### config.mk
export PLATFORM = sky130hd
export DESIGN_NAME = uart_rx_fifo_flat
export DESIGN_NICKNAME = d
export VERILOG_FILES = /design/src/rtl/uart_rx_fifo_if.sv /design/src/rtl/uart_rx_fifo.sv /design/src/flat_wrapper.sv
export SDC_FILE = /design/constraint.sdc
export NUM_CORES = 1
export LEC_CHECK = 0
export ABC_AREA = 1
export CORE_ASPECT_RATIO = 2
export CORE_MARGIN = 4
export CORE_UTILIZATION = 56
export CTS_BUF_LIST = sky130_fd_sc_hd__clkbuf_4 sky130_fd_sc_hd__clkbuf_8
export DETAILED_ROUTE_END_ITERATION = 12
export MAX_ROUTING_LAYER = met4
export PLACE_DENSITY = 0.84
export SKIP_CTS_REPAIR_TIMING = 1
export SLEW_MARGIN = 20
export SYNTH_ARGS = -nofsm -noshare
export SYNTH_HDL_FRONTEND = slang
export SYNTH_SLANG_ARGS = --single-unit
### constraint.sdc
create_clock -name clk -period 2.45 [get_ports clk]
set_input_delay 0.245 -clock clk [delete_from_list [all_inputs] [get_ports clk]]
set_output_delay 0.245 -clock clk [all_outputs]
set_load 0.05 [all_outputs]
### src/rtl/uart_rx_fifo_if.sv
// Consumer-side bus of the UART receiver: FWFT read port plus sticky error flags.
// Handshake: rd_data/rd_perr/rd_ferr are valid while !empty; a word is popped on every rising edge where rd_en && !empty.
interface uart_rx_fifo_if #(
    parameter int DATA_BITS  = 8,
    parameter int FIFO_DEPTH = 16
);
    logic                        rd_en;
    logic                        err_clr;
    logic [DATA_BITS-1:0]        rd_data;
    logic                        rd_perr;
    logic                        rd_ferr;
    logic                        empty;
    logic                        full;
    logic [$clog2(FIFO_DEPTH):0] count;
    logic                        overrun;
    logic                        break_det;

    modport slave (
        input  rd_en, err_clr,
        output rd_data, rd_perr, rd_ferr, empty, full, count, overrun, break_det
    );

    modport master (
        output rd_en, err_clr,
        input  rd_data, rd_perr, rd_ferr, empty, full, count, overrun, break_det
    );
endinterface

### src/rtl/uart_rx_fifo.sv
// Oversampling UART receiver with 3-sample majority vote, parity/framing checks,
// break detection and a first-word-fall-through FIFO of {ferr, perr, data} words.
module uart_rx_fifo #(
    parameter int CLK_DIV     = 27,
    parameter int OVERSAMPLE  = 16,
    parameter int DATA_BITS   = 8,
    parameter int PARITY_TYPE = 0,
    parameter int STOP_BIT    = 1,
    parameter int FIFO_DEPTH  = 16
) (
    input  logic                 clk,
    input  logic                 rst,
    input  logic                 rx,
    uart_rx_fifo_if.slave        bus,
    output logic [2:0]           dbg_state_o
);
    localparam int SC_W  = $clog2(OVERSAMPLE);
    localparam int DIV_W = (CLK_DIV > 1) ? $clog2(CLK_DIV) : 1;
    localparam int AW    = $clog2(FIFO_DEPTH);
    localparam int CW    = AW + 1;
    localparam int M     = OVERSAMPLE / 2;

    localparam logic [SC_W-1:0]  IDX_A     = SC_W'(M - 1);
    localparam logic [SC_W-1:0]  IDX_B     = SC_W'(M);
    localparam logic [SC_W-1:0]  IDX_C     = SC_W'(M + 1);
    localparam logic [SC_W-1:0]  IDX_LAST  = SC_W'(OVERSAMPLE - 1);
    localparam logic [3:0]       LAST_DATA = 4'(DATA_BITS - 1);
    localparam logic             LAST_STOP = 1'(STOP_BIT - 1);
    localparam logic [DIV_W-1:0] DIV_LAST  = DIV_W'(CLK_DIV - 1);

    typedef enum logic [2:0] {
        S_IDLE   = 3'd0,
        S_START  = 3'd1,
        S_DATA   = 3'd2,
        S_PARITY = 3'd3,
        S_STOP   = 3'd4
    } state_t;

    logic rx_meta_q, rx_s_q;

    always_ff @(posedge clk) begin
        if (rst) begin
            rx_meta_q <= 1'b1;
            rx_s_q    <= 1'b1;
        end else begin
            rx_meta_q <= rx;
            rx_s_q    <= rx_meta_q;
        end
    end

    logic [DIV_W-1:0] div_q;
    logic             tick;

    assign tick = (div_q == DIV_LAST);

    always_ff @(posedge clk) begin
        if (rst || tick) div_q <= '0;
        else             div_q <= div_q + 1'b1;
    end

    state_t               state_q;
    logic [SC_W-1:0]      sc_q, sc_next;
    logic                 smp_a_q, smp_b_q;
    logic [3:0]           bit_cnt_q;
    logic                 stop_cnt_q;
    logic [DATA_BITS-1:0] shift_q;
    logic                 perr_q, ferr_q;
    logic                 maj, at_mid, at_end, frame_done, ferr_now;

    // The third vote is the live synchronized sample taken at index M+1.
    assign maj        = (smp_a_q & smp_b_q) | (smp_a_q & rx_s_q) | (smp_b_q & rx_s_q);
    assign sc_next    = (sc_q == IDX_LAST) ? '0 : sc_q + 1'b1;
    assign at_mid     = tick && (sc_q == IDX_C);
    assign at_end     = tick && (sc_q == IDX_LAST);
    assign frame_done = at_mid && (state_q == S_STOP) && (stop_cnt_q == LAST_STOP);
    assign ferr_now   = ferr_q | ~maj;
    assign dbg_state_o = state_q;

    always_ff @(posedge clk) begin
        if (rst) begin
            state_q    <= S_IDLE;
            sc_q       <= '0;
            smp_a_q    <= 1'b1;
            smp_b_q    <= 1'b1;
            bit_cnt_q  <= '0;
            stop_cnt_q <= 1'b0;
            shift_q    <= '0;
            perr_q     <= 1'b0;
            ferr_q     <= 1'b0;
        end else if (tick) begin
            sc_q <= sc_next;
            if (sc_q == IDX_A) smp_a_q <= rx_s_q;
            if (sc_q == IDX_B) smp_b_q <= rx_s_q;
            case (state_q)
                S_IDLE: begin
                    sc_q       <= rx_s_q ? SC_W'(0) : SC_W'(1);
                    bit_cnt_q  <= '0;
                    stop_cnt_q <= 1'b0;
                    perr_q     <= 1'b0;
                    ferr_q     <= 1'b0;
                    if (!rx_s_q) state_q <= S_START;
                end
                S_START: begin
                    if (at_mid && maj) begin
                        state_q <= S_IDLE;
                        sc_q    <= '0;
                    end else if (at_end) begin
                        state_q <= S_DATA;
                    end
                end
                S_DATA: begin
                    if (at_mid) shift_q <= {maj, shift_q[DATA_BITS-1:1]};
                    if (at_end) begin
                        if (bit_cnt_q == LAST_DATA)
                            state_q <= (PARITY_TYPE != 0) ? S_PARITY : S_STOP;
                        else
                            bit_cnt_q <= bit_cnt_q + 1'b1;
                    end
                end
                S_PARITY: begin
                    if (at_mid)
                        perr_q <= (PARITY_TYPE == 1) ? (maj != ^shift_q) : (maj == ^shift_q);
                    if (at_end) state_q <= S_STOP;
                end
                S_STOP: begin
                    if (at_mid) begin
                        ferr_q <= ferr_now;
                        // Leave at mid-bit so the next start edge is not missed.
                        if (stop_cnt_q == LAST_STOP) begin
                            state_q <= S_IDLE;
                            sc_q    <= '0;
                        end
                    end
                    if (at_end) stop_cnt_q <= 1'b1;
                end
                default: begin
                    state_q <= S_IDLE;
                    sc_q    <= '0;
                end
            endcase
        end
    end

    logic [DATA_BITS+1:0] mem_q [FIFO_DEPTH];
    logic [AW-1:0]        wr_ptr_q, rd_ptr_q;
    logic [CW-1:0]        count_q;
    logic                 empty, full, push, pop;
    logic                 overrun_q, break_q;

    assign empty = (count_q == '0);
    assign full  = (count_q == CW'(FIFO_DEPTH));
    assign pop   = bus.rd_en && !empty;
    assign push  = frame_done && (!full || bus.rd_en);

    always_ff @(posedge clk) begin
        if (push) mem_q[wr_ptr_q] <= {ferr_now, perr_q, shift_q};
    end

    always_ff @(posedge clk) begin
        if (rst) begin
            wr_ptr_q <= '0;
            rd_ptr_q <= '0;
            count_q  <= '0;
        end else begin
            if (push) wr_ptr_q <= wr_ptr_q + 1'b1;
            if (pop)  rd_ptr_q <= rd_ptr_q + 1'b1;
            if (push && !pop)      count_q <= count_q + 1'b1;
            else if (pop && !push) count_q <= count_q - 1'b1;
        end
    end

    // Set events take priority over err_clr in the same cycle.
    always_ff @(posedge clk) begin
        if (rst) begin
            overrun_q <= 1'b0;
            break_q   <= 1'b0;
        end else begin
            if (frame_done && full && !bus.rd_en) overrun_q <= 1'b1;
            else if (bus.err_clr)                 overrun_q <= 1'b0;
            if (frame_done && ferr_now && (shift_q == '0)) break_q <= 1'b1;
            else if (bus.err_clr)                          break_q <= 1'b0;
        end
    end

    assign {bus.rd_ferr, bus.rd_perr, bus.rd_data} = mem_q[rd_ptr_q];
    assign bus.empty     = empty;
    assign bus.full      = full;
    assign bus.count     = count_q;
    assign bus.overrun   = overrun_q;
    assign bus.break_det = break_q;
endmodule
### src/flat_wrapper.sv
// flat-port wrapper written by rule: the top's interface ports become plain ports
module uart_rx_fifo_flat 
#(
    parameter int CLK_DIV     = 27,
    parameter int OVERSAMPLE  = 16,
    parameter int DATA_BITS   = 8,
    parameter int PARITY_TYPE = 0,
    parameter int STOP_BIT    = 1,
    parameter int FIFO_DEPTH  = 16
)
  (clk, rst, rx, dbg_state_o, bus_rd_en, bus_err_clr, bus_rd_data, bus_rd_perr, bus_rd_ferr, bus_empty, bus_full, bus_count, bus_overrun, bus_break_det);
  uart_rx_fifo_if #(.DATA_BITS(DATA_BITS), .FIFO_DEPTH(FIFO_DEPTH)) bus_i ();
  input  logic clk;
  input  logic rst;
  input  logic rx;
  output logic [2:0] dbg_state_o;
  input wire logic [$bits(bus_i.rd_en)-1:0] bus_rd_en;
  input wire logic [$bits(bus_i.err_clr)-1:0] bus_err_clr;
  output wire logic [$bits(bus_i.rd_data)-1:0] bus_rd_data;
  output wire logic [$bits(bus_i.rd_perr)-1:0] bus_rd_perr;
  output wire logic [$bits(bus_i.rd_ferr)-1:0] bus_rd_ferr;
  output wire logic [$bits(bus_i.empty)-1:0] bus_empty;
  output wire logic [$bits(bus_i.full)-1:0] bus_full;
  output wire logic [$bits(bus_i.count)-1:0] bus_count;
  output wire logic [$bits(bus_i.overrun)-1:0] bus_overrun;
  output wire logic [$bits(bus_i.break_det)-1:0] bus_break_det;
  assign bus_i.rd_en = bus_rd_en;
  assign bus_i.err_clr = bus_err_clr;
  assign bus_rd_data = bus_i.rd_data;
  assign bus_rd_perr = bus_i.rd_perr;
  assign bus_rd_ferr = bus_i.rd_ferr;
  assign bus_empty = bus_i.empty;
  assign bus_full = bus_i.full;
  assign bus_count = bus_i.count;
  assign bus_overrun = bus_i.overrun;
  assign bus_break_det = bus_i.break_det;
  uart_rx_fifo #(.CLK_DIV(CLK_DIV), .OVERSAMPLE(OVERSAMPLE), .DATA_BITS(DATA_BITS), .PARITY_TYPE(PARITY_TYPE), .STOP_BIT(STOP_BIT), .FIFO_DEPTH(FIFO_DEPTH)) u_core (.clk(clk), .rst(rst), .rx(rx), .bus(bus_i), .dbg_state_o(dbg_state_o));
endmodule
==> flow_summary.yaml, run 1 <==
job:
  drv_cap: 0
final_layout:
  multi_input_area_um2: 2730
  drive_above_1_share: 0.172
  final_nets: 872
  layout_commonest_cell: "edfxtp_1"
  areaGrowthSynthToFinish_pct: 16.0
  seq_area_um2: 5830
  fillerInstances: 1143
  antenna_cells: 0
  layout_common_cells: "edfxtp_1 (160), nor2_1 (116), o21ai_0 (96)"
timing:
  timing.final.crit_period_ns: 2.37
  drv_slew: 0
  whs_ns: 0.305
  fin_skew_ns: 0.0157
  period_share: 0.967
  setup_viol: 0
  slew_headroom: 0.582
  tightest_slew_ns: 0.626
  rsz0062_at_grt: "yes"
  finalHoldViolCount: 0
  max_freq_mhz: 422
worst_setup_path:
  max_stage_delay_ns: 0.38
  crit_chain: "inv_2, buf_12, o21ai_0, o22ai_1, o211ai_1, nand2_1, buf_4"
  path_buf_inv: 3
  startpoint_type: "flip-flop"
  end_kind: "output pin"
  crit_arrival_ns: 2.12
  r2r_start: "u_core.sc_q[1]$_SDFFE_PP0P_"
  cpMaxStageDelayCell: "dfxtp_2"
  worstPathMaxFanout: 58
  critical_path_class: "reg -> out"
  crit_family: "compound AO/OA/AOI/OAI gates"
  worstPathRequired_ns: 2.20
power_and_ir_drop:
  p_per_area_nw_per_um2: 921
  ir_drop_uv: 1060
  p_leak_nw: 4.02
  total_power_mw: 9.42
cts:
  cts.sinks: 210
  cts_buffers: 27
  clockBufferDepth: 3
  clk_pin_slew_ns: 0.07
  cts_tree: "yes"
  clkLatencyLatePin_ns: 0.52
  cts_max_level: 1
  root_buffer: "clkbuf_8"
detailed_routing:
  drt_pass1_iterations: 5
  routed_wl_mm: 19.3
  top_layer_used: "met4"
  viasPerCell: 5.79
  dr_wl_met2_mm: 10.9
  vias: 6159
  drt-met1-wl_mm: 6.73
  wire_per_inst_um: 18.1
  drc: 0
  wl_met3_mm: 1.09
  ant_nets: 0
  drt_iter0_drc: 448
floorplan:
  rows: 64
  core_area_um2: 15400
  io_pins: 27
  fp.dieW_um: 96.7
  die-area_um2: 17900
  initial_utilization: 0.574
  die_y_um: 185
yosys:
  synthArstFlopShare: 0
  synth_warnings: 0
  ys.flop_type: "edfxtp_1"
  synth_top_area_share: 0.545
  ys_ff_latch: 210
  synth-edff-count: 160
  yosys.area.top_type: "edfxtp_1"
  netlist_top_cells_area: "edfxtp_1 (54%), dfxtp_1 (11%), o21ai_0 (5.7%), nor2_1 (5.0%), o221ai_1 (3.4%)"
  synth_area_um2: 8820
  synth_nets: 809
  synthCells: 783
  yosysSeqAreaShare: 0.658
  ys_types: 38
  syn_area_per_cell_um2: 11.3
global_routing:
  grt_max_degree: 59
  antenna_found_initial: 0
  grt_overflow_total: 0
  first_global_vias: 6278
  grt_usage: 0.223
  grt_pass1_wl_mm: 31.2
worst_hold_path:
  hold_class: "in -> reg"
  min-delay-start: "rx"
placement:
  io_buffer_count: 26
  gp_congestion: 0.877
  dpl.hpwl_mm: 12.8
status:
  status: "complete, no violations"
-- metal layers --
metal | track usage | vias up
met3 | 0.0270 | 39
met4 | 0.0866 | 0
met5 | - | -
met1 | 0.234 | 2982
li1 | - | 2929
met2 | 0.423 | 209
-- metrics by stage --
stage          TNS (ns)   util  instances  setup slack, ns  area [um^2]
2_1_floorplan         0      -        783           0.0149         8860
3_3_place_gp          0  0.620       1014            0.183         9530
3_5_place_dp          0  0.620       1014            0.106         9530
4_1_cts          -0.127  0.660       1063           -0.127        10200
5_1_grt        -0.00753  0.666       1064         -0.00753        10200
6_report              0  0.666       1064           0.0817        10200
-- logic make-up (layout without fill, tap and decap cells) --
logic type	count (synthesis)	count (layout)	synth area share
compound gates	191	191	0.127
buf+inv	92	175	0.0409
fa+ha+maj	21	21	0.0306
simple gates	256	256	0.130
xor+xnor	13	13	0.0129
flops	210	210	0.658
-- cells in the mapped netlist (7+ instances only) --
cell type,count
edfxtp_1,160
nor2_1,117
o21ai_0,100
nand2_1,64
inv_1,52
dfxtp_1,50
nand3_1,43
a21oi_1,37
o221ai_1,34
clkbuf_1,28
ha_1,20
o22ai_1,8
xnor2_1,8
o211ai_1,7
-- power breakdown --
group          switching [mW]  internal (mW)  total (mW)
Sequential             0.0965           3.87        3.96
Clock                    1.22           1.62        2.83
Combinational            1.77          0.855        2.63
-- sequential cells by signal, indices dropped and copies added (netlist names), 3 cells and up, named ones only --
register,flops
u_core.shift_q,8
u_core.sc_q,4
u_core.bus.count,5
u_core.dbg_state_o,3
u_core.bit_cnt_q,4
u_core.div_q,5
u_core.mem_q,160
u_core.rd_ptr_q,4
u_core.wr_ptr_q,4
-- cell type report --
cell class | instances | area share
Clock buffer | 38 | 0.0480
Clock inverter | 11 | 0.0128
Inverter | 57 | 0.0214
Multi-Input combinational cell | 481 | 0.267
Sequential cell | 210 | 0.569
Tap cell | 198 | 0.0242
Timing Repair Buffer | 69 | 0.0577
-- path summary, 6_finish.rpt --
kind	to	slack (ns)	depth (start not counted)
hold / removal	u_core.rx_meta_q$_SDFF_PP1_	0.31	2
setup / recovery	bus_rd_data[7]	0.08	7
hold reg to reg	u_core.rx_s_q$_SDFF_PP1_	0.42	1
setup reg to reg	u_core.bus.count[4]$_SDFFE_PP0P_	0.17	15
Note: power is estimated with default switching activity, not from simulation.
==> inputs of run 2 (changes only) <==
DONT_BUFFER_PORTS = 1   (was not set)
PLACE_DENSITY = 0.81   (was 0.84)
==> run 2 against run 1 <==
Cell area grew 1.4%. Non-clock buffer count up 10. Clock skew is essentially flat. Critical path type is now reg -> reg.
==> flow_summary.yaml, run 2 (same netlist as run 1, synthesis figures left out) <==
cts:
  clk_pin_slew_ns: 0.07
  cts_tree: "yes"
  cts_buffers: 27
  clockBufferDepth: 3
  root_buffer: "clkbuf_8"
  clkLatencyLatePin_ns: 0.53
  cts.sinks: 210
  cts_max_level: 1
power_and_ir_drop:
  comb_power_share: 0.298
  p_leak_nw: 4.07
  p_clk_frac: 0.272
  p_seq_frac: 0.430
  internal_power_mw: 6.21
  ir_drop_uv: 760
  power_switching_mw: 3.14
  p_per_area_nw_per_um2: 901
  switching_share: 0.336
  total_power_mw: 9.35
timing:
  setup_viol: 0
  timing.final.crit_period_ns: 2.42
  fin_skew_ns: 0.0161
  drv_slew: 0
  period_share: 0.986
  finalHoldViolCount: 0
  whs_ns: 0.0926
  max_freq_mhz: 414
  slew_headroom: 0.569
  tightest_slew_ns: 0.646
  fin_tns_setup_ns: 0
detailed_routing:
  drc: 0
  viasPerCell: 6.02
  ant_nets: 0
  routed_wl_mm: 21.5
  drt_iter0_drc: 592
  vias: 6476
  wire_per_inst_um: 20.0
  drt_pass1_iterations: 6
worst_setup_path:
  critical_path_class: "reg -> reg"
  crit_arrival_ns: 2.84
  r2r_slack_ns: 0.03
  startpoint_type: "flip-flop"
  worstPathRequired_ns: 2.88
  end_kind: "flip-flop"
  worstPathMaxFanout: 8
global_routing:
  grt_pass1_wl_mm: 32.8
  first_global_vias: 6567
  grt_usage: 0.237
  grt_busiest_layer: "met2"
  grt_overflow_total: 0
  grt_max_degree: 51
  met2_usage: 0.434
  grt_use_met1: 0.232
  antenna_found_initial: 0
  grt_use_met3: 0.0319
final_layout:
  antenna_cells: 0
  layout_common_cells: "edfxtp_1 (160), nor2_1 (116), o21ai_0 (98)"
  layout_commonest_cell: "edfxtp_1"
  final_nets: 882
  fillerInstances: 1098
  largest-register: "u_core.mem_q"
  drive_above_1_share: 0.176
  largest_reg_flops: 160
  top_regs: "u_core.mem_q: 160 flops, u_core.shift_q: 8 flops"
  areaGrowthSynthToFinish_pct: 17.6
job:
  drv_cap: 0
status:
  status: "complete, no violations"
placement:
  dpl.hpwl_mm: 13.9
  io_buffer_count: 0
  gp_congestion: 0.888
floorplan:
  initial_utilization: 0.574
  rows: 64
  die_y_um: 185
  io_pins: 27
  fp.dieW_um: 96.7
  die-area_um2: 17900
  core_area_um2: 15400
worst_hold_path:
  hold_class: "in -> reg"
## run 2: cell count changes in the layout (fill, tap and decap cells not counted), moves of 3 or more
cell and delta:
buf_12 +8, buf_4 -4, clkbuf_8 -3, clkdlybuf4s50_1 -14, clkinv_1 +6, dlygate4sd3_1 +23
## run 2: power by group through the flow
| stage | Clock (mW) | Combinational [mW] | Sequential (mW) |
|---|---|---|---|
| floorplan | 0 | 1.66 | 4.12 |
| global placement | 0 | 2.45 | 4.07 |
| detailed placement | 0 | 2.59 | 4.08 |
| CTS | 2.57 | 2.60 | 4.01 |
| global route | 2.73 | 3.01 | 4.03 |
| finish | 2.54 | 2.78 | 4.02 |
## run 2: worst paths after layout
check                                        start                                to  depth (start not counted)
setup / recovery  u_core.bus.count[1]$_SDFFE_PP0P_  u_core.bus.count[3]$_SDFFE_PP0P_                         10
setup reg to reg  u_core.bus.count[1]$_SDFFE_PP0P_  u_core.bus.count[3]$_SDFFE_PP0P_                         10
hold reg to reg         u_core.div_q[0]$_SDFF_PP0_        u_core.div_q[0]$_SDFF_PP0_                          1
hold / removal                           bus_rd_en   u_core.rd_ptr_q[1]$_SDFFE_PP0P_                          3
## run 2: cell type report
type / count / area, um^2 / share of cell area
tap: 198 / 248 / 0.0239
clock buffer: 37 / 465 / 0.0449
sequential: 210 / 5830 / 0.562
timing repair buffer: 79 / 774 / 0.0746
clock inverter: 13 / 83.8 / 0.00808
inverter: 57 / 223 / 0.0215
multi-input combinational: 481 / 2750 / 0.265
## run 2: per-stage QoR
step,setup WS (ns),utilization,instances,area [um^2]
floorplan,0.0149,-,783,8860
global placement,0.146,0.617,1001,9490
detailed placement,-0.0626,0.617,1001,9490
CTS,-0.140,0.653,1051,10000
global route,-0.0709,0.675,1075,10400
finish,0.0348,0.675,1075,10400
## run 2: worst max-delay path, cell delays in order, from the launching register on
cell           delay, ns
dfxtp_4             0.42
inv_2               0.10
nand4_1             0.18
nor2_4              0.17
nand2_2             0.12
and2_4              0.18
ha_4                0.30
a21oi_1             0.08
dlygate4sd3_1       0.59
o21ai_1             0.12
inv_1               0.05
## run 2: routing by layer
| metal | vias up | part of all wire | routed length (um) |
|---|---|---|---|
| met3 | 100 | 0.052 | 1110 |
| li1 | 2951 | - | - |
| met4 | 0 | 0.066 | 1420 |
| met2 | 309 | 0.55 | 11700 |
| met5 | - | 0 | 0 |
| met1 | 3116 | 0.34 | 7200 |
